`src/rtl/multicycle_control_unit.sv`:
```
// Multi-cycle control unit: latches the instruction into IR and sequences it
// through FETCH/DECODE/EXECUTE/MEMORY/WRITEBACK, driving datapath controls,
// sign-extended immediates, an illegal-instruction trap and a retire counter.
module multicycle_control_unit #(
    parameter int WORDSIZE         = 64,
    parameter int INSTRUCTION_SIZE = 32,
    parameter int RETIRE_WIDTH     = 16
) (
    input  logic                        clk,
    input  logic                        rst_n,
    input  logic [INSTRUCTION_SIZE-1:0] instruction,
    input  logic                        imem_valid,
    input  logic                        dm_ready,
    input  logic                        alu_zero,
    output logic                        cu_ir_write_en,
    output logic [4:0]                  cu_rf_addr_a,
    output logic [4:0]                  cu_rf_addr_b,
    output logic [4:0]                  cu_rf_write_addr,
    output logic                        cu_rf_write_en,
    output logic [WORDSIZE-1:0]         cu_immediate,
    output logic                        cu_mux_0_sel,
    output logic                        cu_mux_1_sel,
    output logic [1:0]                  cu_mux_2_sel,
    output logic [2:0]                  cu_alu_operation,
    output logic                        cu_dm_write_en,
    output logic                        cu_dm_read_en,
    output logic                        cu_pc_write_en,
    output logic                        cu_pc_sel,
    output logic                        cu_illegal,
    output logic [RETIRE_WIDTH-1:0]     cu_retired
);

    typedef enum logic [2:0] {
        S_FETCH, S_DECODE, S_EXECUTE, S_MEMORY, S_WRITEBACK, S_TRAP
    } state_t;

    localparam logic [6:0] OP_LOAD   = 7'b0000011;
    localparam logic [6:0] OP_STORE  = 7'b0100011;
    localparam logic [6:0] OP_RTYPE  = 7'b0110011;
    localparam logic [6:0] OP_IALU   = 7'b0010011;
    localparam logic [6:0] OP_BRANCH = 7'b1100011;
    localparam logic [6:0] OP_LUI    = 7'b0110111;
    localparam logic [6:0] OP_JAL    = 7'b1101111;

    localparam logic [2:0] ALU_ADD = 3'b000;
    localparam logic [2:0] ALU_SUB = 3'b001;
    localparam logic [2:0] ALU_AND = 3'b010;
    localparam logic [2:0] ALU_OR  = 3'b011;
    localparam logic [2:0] ALU_XOR = 3'b100;
    localparam logic [2:0] ALU_SLT = 3'b101;
    localparam logic [2:0] ALU_SLL = 3'b110;
    localparam logic [2:0] ALU_SRL = 3'b111;

    state_t                        state_q, state_d;
    logic [INSTRUCTION_SIZE-1:0]   ir_q, ir_d;
    logic [RETIRE_WIDTH-1:0]       retired_q, retired_d;

    logic [6:0] opcode;
    logic [2:0] funct3;
    logic [6:0] funct7;
    logic       is_load, is_store, is_rtype, is_ialu, is_branch, is_lui, is_jal;
    logic       legal;
    logic [2:0] alu_op;
    logic       retire;

    assign opcode    = ir_q[6:0];
    assign funct3    = ir_q[14:12];
    assign funct7    = ir_q[31:25];
    assign is_load   = (opcode == OP_LOAD);
    assign is_store  = (opcode == OP_STORE);
    assign is_rtype  = (opcode == OP_RTYPE);
    assign is_ialu   = (opcode == OP_IALU);
    assign is_branch = (opcode == OP_BRANCH);
    assign is_lui    = (opcode == OP_LUI);
    assign is_jal    = (opcode == OP_JAL);

    assign cu_rf_addr_a     = ir_q[19:15];
    assign cu_rf_addr_b     = ir_q[24:20];
    assign cu_rf_write_addr = ir_q[11:7];
    assign cu_illegal       = (state_q == S_TRAP);
    assign cu_retired       = retired_q;

    // Opcode/funct legality check and ALU operation selection
    always_comb begin
        legal  = 1'b0;
        alu_op = ALU_ADD;
        case (opcode)
            OP_LOAD, OP_STORE, OP_LUI, OP_JAL: legal = 1'b1;
            OP_RTYPE: begin
                // funct7[5] is only meaningful for sub; everything else needs funct7 == 0
                legal = (funct7 == 7'b0000000) ||
                        (funct7 == 7'b0100000 && funct3 == 3'b000);
                case (funct3)
                    3'b000:  alu_op = funct7[5] ? ALU_SUB : ALU_ADD;
                    3'b111:  alu_op = ALU_AND;
                    3'b110:  alu_op = ALU_OR;
                    3'b100:  alu_op = ALU_XOR;
                    3'b010:  alu_op = ALU_SLT;
                    3'b001:  alu_op = ALU_SLL;
                    3'b101:  alu_op = ALU_SRL;
                    default: legal  = 1'b0;
                endcase
            end
            OP_IALU: begin
                legal = 1'b1;
                case (funct3)
                    3'b000:  alu_op = ALU_ADD;
                    3'b100:  alu_op = ALU_XOR;
                    3'b110:  alu_op = ALU_OR;
                    3'b111:  alu_op = ALU_AND;
                    3'b010:  alu_op = ALU_SLT;
                    default: legal  = 1'b0;
                endcase
            end
            OP_BRANCH: begin
                legal  = (funct3 == 3'b000) || (funct3 == 3'b001);
                alu_op = ALU_SUB;
            end
            default: legal = 1'b0;
        endcase
    end

    // Immediate generation, format chosen by opcode, sign-extended from IR[31]
    always_comb begin
        cu_immediate = '0;
        if (is_load || is_ialu)
            cu_immediate = {{(WORDSIZE-12){ir_q[31]}}, ir_q[31:20]};
        else if (is_store)
            cu_immediate = {{(WORDSIZE-12){ir_q[31]}}, ir_q[31:25], ir_q[11:7]};
        else if (is_branch)
            cu_immediate = {{(WORDSIZE-13){ir_q[31]}}, ir_q[31], ir_q[7], ir_q[30:25],
                            ir_q[11:8], 1'b0};
        else if (is_lui)
            cu_immediate = {{(WORDSIZE-32){ir_q[31]}}, ir_q[31:12], 12'b0};
        else if (is_jal)
            cu_immediate = {{(WORDSIZE-21){ir_q[31]}}, ir_q[31], ir_q[19:12], ir_q[20],
                            ir_q[30:21], 1'b0};
    end

    // Next-state and control outputs per FSM state
    always_comb begin
        state_d          = state_q;
        cu_ir_write_en   = 1'b0;
        cu_rf_write_en   = 1'b0;
        cu_mux_0_sel     = 1'b0;
        cu_mux_1_sel     = 1'b0;
        cu_mux_2_sel     = 2'b00;
        cu_alu_operation = ALU_ADD;
        cu_dm_write_en   = 1'b0;
        cu_dm_read_en    = 1'b0;
        cu_pc_write_en   = 1'b0;
        cu_pc_sel        = 1'b0;
        retire           = 1'b0;
        case (state_q)
            S_FETCH: begin
                // gated by rst_n so the strobe stays low while reset is held
                cu_ir_write_en = imem_valid & rst_n;
                if (imem_valid) state_d = S_DECODE;
            end
            S_DECODE: state_d = legal ? S_EXECUTE : S_TRAP;
            S_EXECUTE: begin
                cu_mux_0_sel     = is_jal;
                cu_mux_1_sel     = is_load | is_store | is_ialu | is_jal;
                cu_alu_operation = alu_op;
                if (is_branch) begin
                    cu_pc_write_en = 1'b1;
                    cu_pc_sel      = funct3[0] ? ~alu_zero : alu_zero;
                    retire         = 1'b1;
                    state_d        = S_FETCH;
                end else if (is_load || is_store) begin
                    state_d = S_MEMORY;
                end else begin
                    state_d = S_WRITEBACK;
                end
            end
            S_MEMORY: begin
                cu_mux_1_sel     = 1'b1;
                cu_alu_operation = alu_op;
                cu_dm_read_en    = is_load;
                cu_dm_write_en   = is_store;
                if (dm_ready) begin
                    if (is_store) begin
                        cu_pc_write_en = 1'b1;
                        retire         = 1'b1;
                        state_d        = S_FETCH;
                    end else begin
                        state_d = S_WRITEBACK;
                    end
                end
            end
            S_WRITEBACK: begin
                cu_mux_0_sel     = is_jal;
                cu_mux_1_sel     = is_load | is_ialu | is_jal;
                cu_alu_operation = alu_op;
                cu_rf_write_en   = (ir_q[11:7] != 5'd0);
                cu_mux_2_sel     = is_load ? 2'b01 : is_lui ? 2'b11 : is_jal ? 2'b10 : 2'b00;
                cu_pc_write_en   = 1'b1;
                cu_pc_sel        = is_jal;
                retire           = 1'b1;
                state_d          = S_FETCH;
            end
            S_TRAP:  state_d = S_TRAP;
            default: state_d = S_FETCH;
        endcase
    end

    // IR capture and retire counter next values
    always_comb begin
        ir_d      = cu_ir_write_en ? instruction : ir_q;
        retired_d = retire ? retired_q + RETIRE_WIDTH'(1) : retired_q;
    end

    // State, IR and retire counter registers
    always_ff @(posedge clk or negedge rst_n) begin
        if (!rst_n) begin
            state_q   <= S_FETCH;
            ir_q      <= '0;
            retired_q <= '0;
        end else begin
            state_q   <= state_d;
            ir_q      <= ir_d;
            retired_q <= retired_d;
        end
    end

endmodule

```
`config.mk`:
```
export PLATFORM = sky130hd
export DESIGN_NAME = multicycle_control_unit
export DESIGN_NICKNAME = d
export VERILOG_FILES = /design/src/rtl/multicycle_control_unit.sv
export SDC_FILE = /design/constraint.sdc
export NUM_CORES = 1
export LEC_CHECK = 0
export CAP_MARGIN = 30
export CORE_MARGIN = 2
export CORE_UTILIZATION = 45
export DETAILED_ROUTE_END_ITERATION = 10
export PLACE_DENSITY_LB_ADDON = 0.2
export SLEW_MARGIN = 20
export SYNTH_ARGS = -nofsm -noshare
export SYNTH_HDL_FRONTEND = slang
export SYNTH_SLANG_ARGS = --single-unit
```
`constraint.sdc`:
```
create_clock -name clk -period 3.6 [get_ports clk]
set_input_delay 0.36 -clock clk [delete_from_list [all_inputs] [get_ports clk]]
set_output_delay 0.36 -clock clk [all_outputs]
set_load 0.02 [all_outputs]
```
==> results by group <==
Status
  – Status: complete, no violations

Final layout
  – # fillers: 596
  – Area of the multi-input gates: 0.00152 mm²
  – Final nets: 455
  – Area Growth Syn to Fin: 39.4%
  – Most frequent cells in the layout: 144 x clkdlybuf4s50_1, 51 x dfrtp_1, 26 x mux2_2
  – Final core utilization: 65.5%
  – Non-Filler Instances: 514
  – FF/Latch Area: 0.00128 mm²
  – Proportion of layout cells with a drive suffix above 1: 14.1%
  – N_diodes: 0
  – Commonest non-fill, non-tap cell in the layout: clkdlybuf4s50_1

Timing
  – Final hold violations: 0
  – Fin Setup TNS: 0 ns
  – RSZ-0062 raised after global routing: no
  – Clock Skews: 0.00992 ns
  – Fmax: 0.295 GHz
  – Final setup fails: 0
  – Min Clock Period, post-route: 3.39 ns
  – Final Cycle Share: 94.3%
  – Max-slew headroom: 54.6%
  – Worst Tran Pin Value: 0.681 ns
  – Max-slew violations: 0

Drt
  – Vias: 2,763
  – Routed len/inst: 17.3 µm
  – Drt total wl: 8920 µm
  – DRT iter0 DRCs: 214
  – TritonRoute pass-1 iters: 5
  – Vias per cell: 5.38
  – Routed Antenna Nets: 0
  – # DRC: 0

Placement
  – Final HPWL DP: 6570 µm
  – Post-Place Cells: 506
  – Port Buf Inserts: 145
  – Gp weighted congestion: 0.852

Global routing
  – Initial antenna violation count: 0
  – First-pass GRT wire length: 13,200 µm
  – GRT Total Usage: 21.7%
  – Global route overflow: 0
  – Number of global-route vias before repair: 2,616
  – Largest net degree at the start of global routing: 52

Logic synthesis
  – Syn Std Cell Area: 0.00325 mm²
  – Synth Warn #: 0
  – Syn_nets: 361
  – Ys async rst share: 100%
  – Gate Count Post-Synth: 323
  – Synth Flop Type: dfrtp_1
  – Synth cell types: 57
  – Sequential area share after synthesis: 39.3%
  – Number of flops mapped to enable cells by yosys: 0
  – Mean Syn Cell Area: 10.1 µm²
  – Synthesized flop and latch total: 51

Die
  – I/O pin count: 146
  – Std-Cell Rows: 30
  – Die H: 88.9 µm
  – Die Width: 88.9 µm
  – Core ar.: 0.00691 mm²
  – Starting Density: 47.0%
  – Die area: 0.00791 mm²

CTS
  – Clock Path Buffers: 2
  – CTS tree: done
  – Htree depth: 2
  – Clock Sinks: 51
  – Clk pin slew, worst setup/hold paths: 0.09 ns
  – CTS root buf: clkbuf_8
  – Cts bufs inserted: 5
  – Worst-skew pair later-pin latency: 0.31 ns

Hold path
  – Worst Hold Class: in2async

Power
  – Pwr Density: 636 mW/mm²
  – P_int: 0.00164 W
  – Gate power share: 48.5%
  – Part of the power in the clock network: 12.1%
  – VDD IR max: 0.440 mV
  – Leakage power: 1.85 nW
  – Seq pwr share: 39.5%
  – P_sw: 0.00123 W
  – Sw Ratio: 42.9%
  – PnR Total Power: 0.00288 W

Setup path
  – CP endpoint kind: output pin
  – Critical Path RT: 3.24 ns
  – Crit Path Class: reg2out
  – CP arrival: 3.03 ns
  – Startpoint Class: register
  – Critical Path Fanout Max: 14

Run
  – Maximum capacitance violations: 0
==> synth_stat cells (2+ instances only) <==
cell / instances / area (µm²)
a22o_1: 5 / 43.8
xor2_1: 9 / 78.8
nor2b_1: 8 / 50.1
o31a_1: 3 / 26.3
or4_1: 2 / 15.0
mux2_1: 6 / 67.6
a21oi_1: 10 / 50.1
buf_4: 50 / 375
and3_1: 3 / 18.8
xnor2_1: 5 / 43.8
o21a_1: 2 / 15.0
nand4_1: 4 / 25.0
mux2_2: 26 / 293
nor3_2: 4 / 40.0
nand3_1: 6 / 30.0
dfrtp_1: 51 / 1280
buf_2: 6 / 30.0
a21o_1: 20 / 150
clkbuf_1: 8 / 30.0
or2_2: 2 / 12.5
o21ai_0: 6 / 30.0
nand2b_1: 3 / 18.8
o31ai_1: 2 / 15.0
nor2_1: 16 / 60.1
nand2_1: 21 / 78.8
nor3_1: 6 / 30.0
nor4_1: 6 / 37.5
inv_1: 4 / 15.0
==> cell families after synthesis <==
logic type / after synthesis / share of synthesized area (%)
and+or+nand+nor: 94 / 16.9
buffers and inverters: 70 / 14.1
AOI/OAI and AO/OA: 61 / 14.4
DFF: 51 / 39.3
muxes: 32 / 11.1
xor gates and xnor gates: 14 / 3.78
adders and majority gates: 1 / 0.385
==> cell type report <==
class                           count  area share, %
Tap cell                           96           2.65
Clock inverter                      3          0.498
Inverter                            6          0.498
Sequential cell                    51           28.2
Clock buffer                        5           1.52
Timing Repair Buffer              151           33.0
Multi-Input combinational cell    202           33.7
==> through the flow <==
stage / setup WS, ns / hold slack, ns / instance area (µm²)
global route: 0.0858 / 0.220 / 4530
global placement: 0.435 / 0.458 / 4430
CTS: 0.229 / 0.201 / 4530
finish: 0.206 / 0.162 / 4530
detailed placement: 0.298 / 0.481 / 4430
floorplan: 1.05 / 0.0644 / 3250
==> power by group through the flow <==
stage	sequential [W]	combinational [W]	clock, W
after CTS	0.00113	0.00140	0.000362
after floorplan	0.000994	0.00108	0
final	0.00114	0.00140	0.000347
after global placement	0.00113	0.00137	0
after global routing	0.00118	0.00149	0.000380
after detailed placement	0.00114	0.00140	0
==> per-layer routing <==
layer | vias up | wire length (µm) | GRT usage (%)
met5 | - | 0 | 0
met4 | 0 | 113 | 6.51
met3 | 12 | 763 | 4.62
met2 | 134 | 4390 | 36.4
met1 | 1332 | 3650 | 28.3
li1 | 1285 | - | -
==> state kept, by name, summed over array words and instances (netlist names) <==
| register | flops |
|---|---|
| ir_q | 32 |
| state_q | 3 |
| cu_retired | 16 |
==> worst max-delay path: stages (launching register included) <==
cell	delay, ns
dfrtp_1	0.55
or2_2	0.39
o22ai_2	0.31
nor2_1	0.20
nor2b_2	0.51
a21o_1	0.15
clkdlybuf4s50_1	0.62
==> final timing paths <==
path | from | end | slack (ns) | cells past startpoint
worst max-delay path | ir_q[6] | cu_immediate[26] | 0.21 | 6
worst min-delay path | rst_n | ir_q[20] | 0.16 | 2
worst max register to register | state_q[1] | cu_retired[14] | 1.29 | 6
worst min register to register | cu_retired[12] | cu_retired[12] | 0.50 | 1
max in group asynchronous | rst_n | ir_q[7] | 2.97 | 2
min in group clk | cu_retired[12] | cu_retired[12] | 0.50 | 1
==> what timing repair did <==
| item | in CTS | in global routing |
|---|---|---|
| resized for setup | 1 | 0 |
| setup buffers | 0 | 0 |
| endpoints found under the hold margin | 0 | 0 |
| hold buffers | 0 | 0 |
| endpoints found under the setup margin | 7 | 0 |
(Power assumes the default switching activity.)
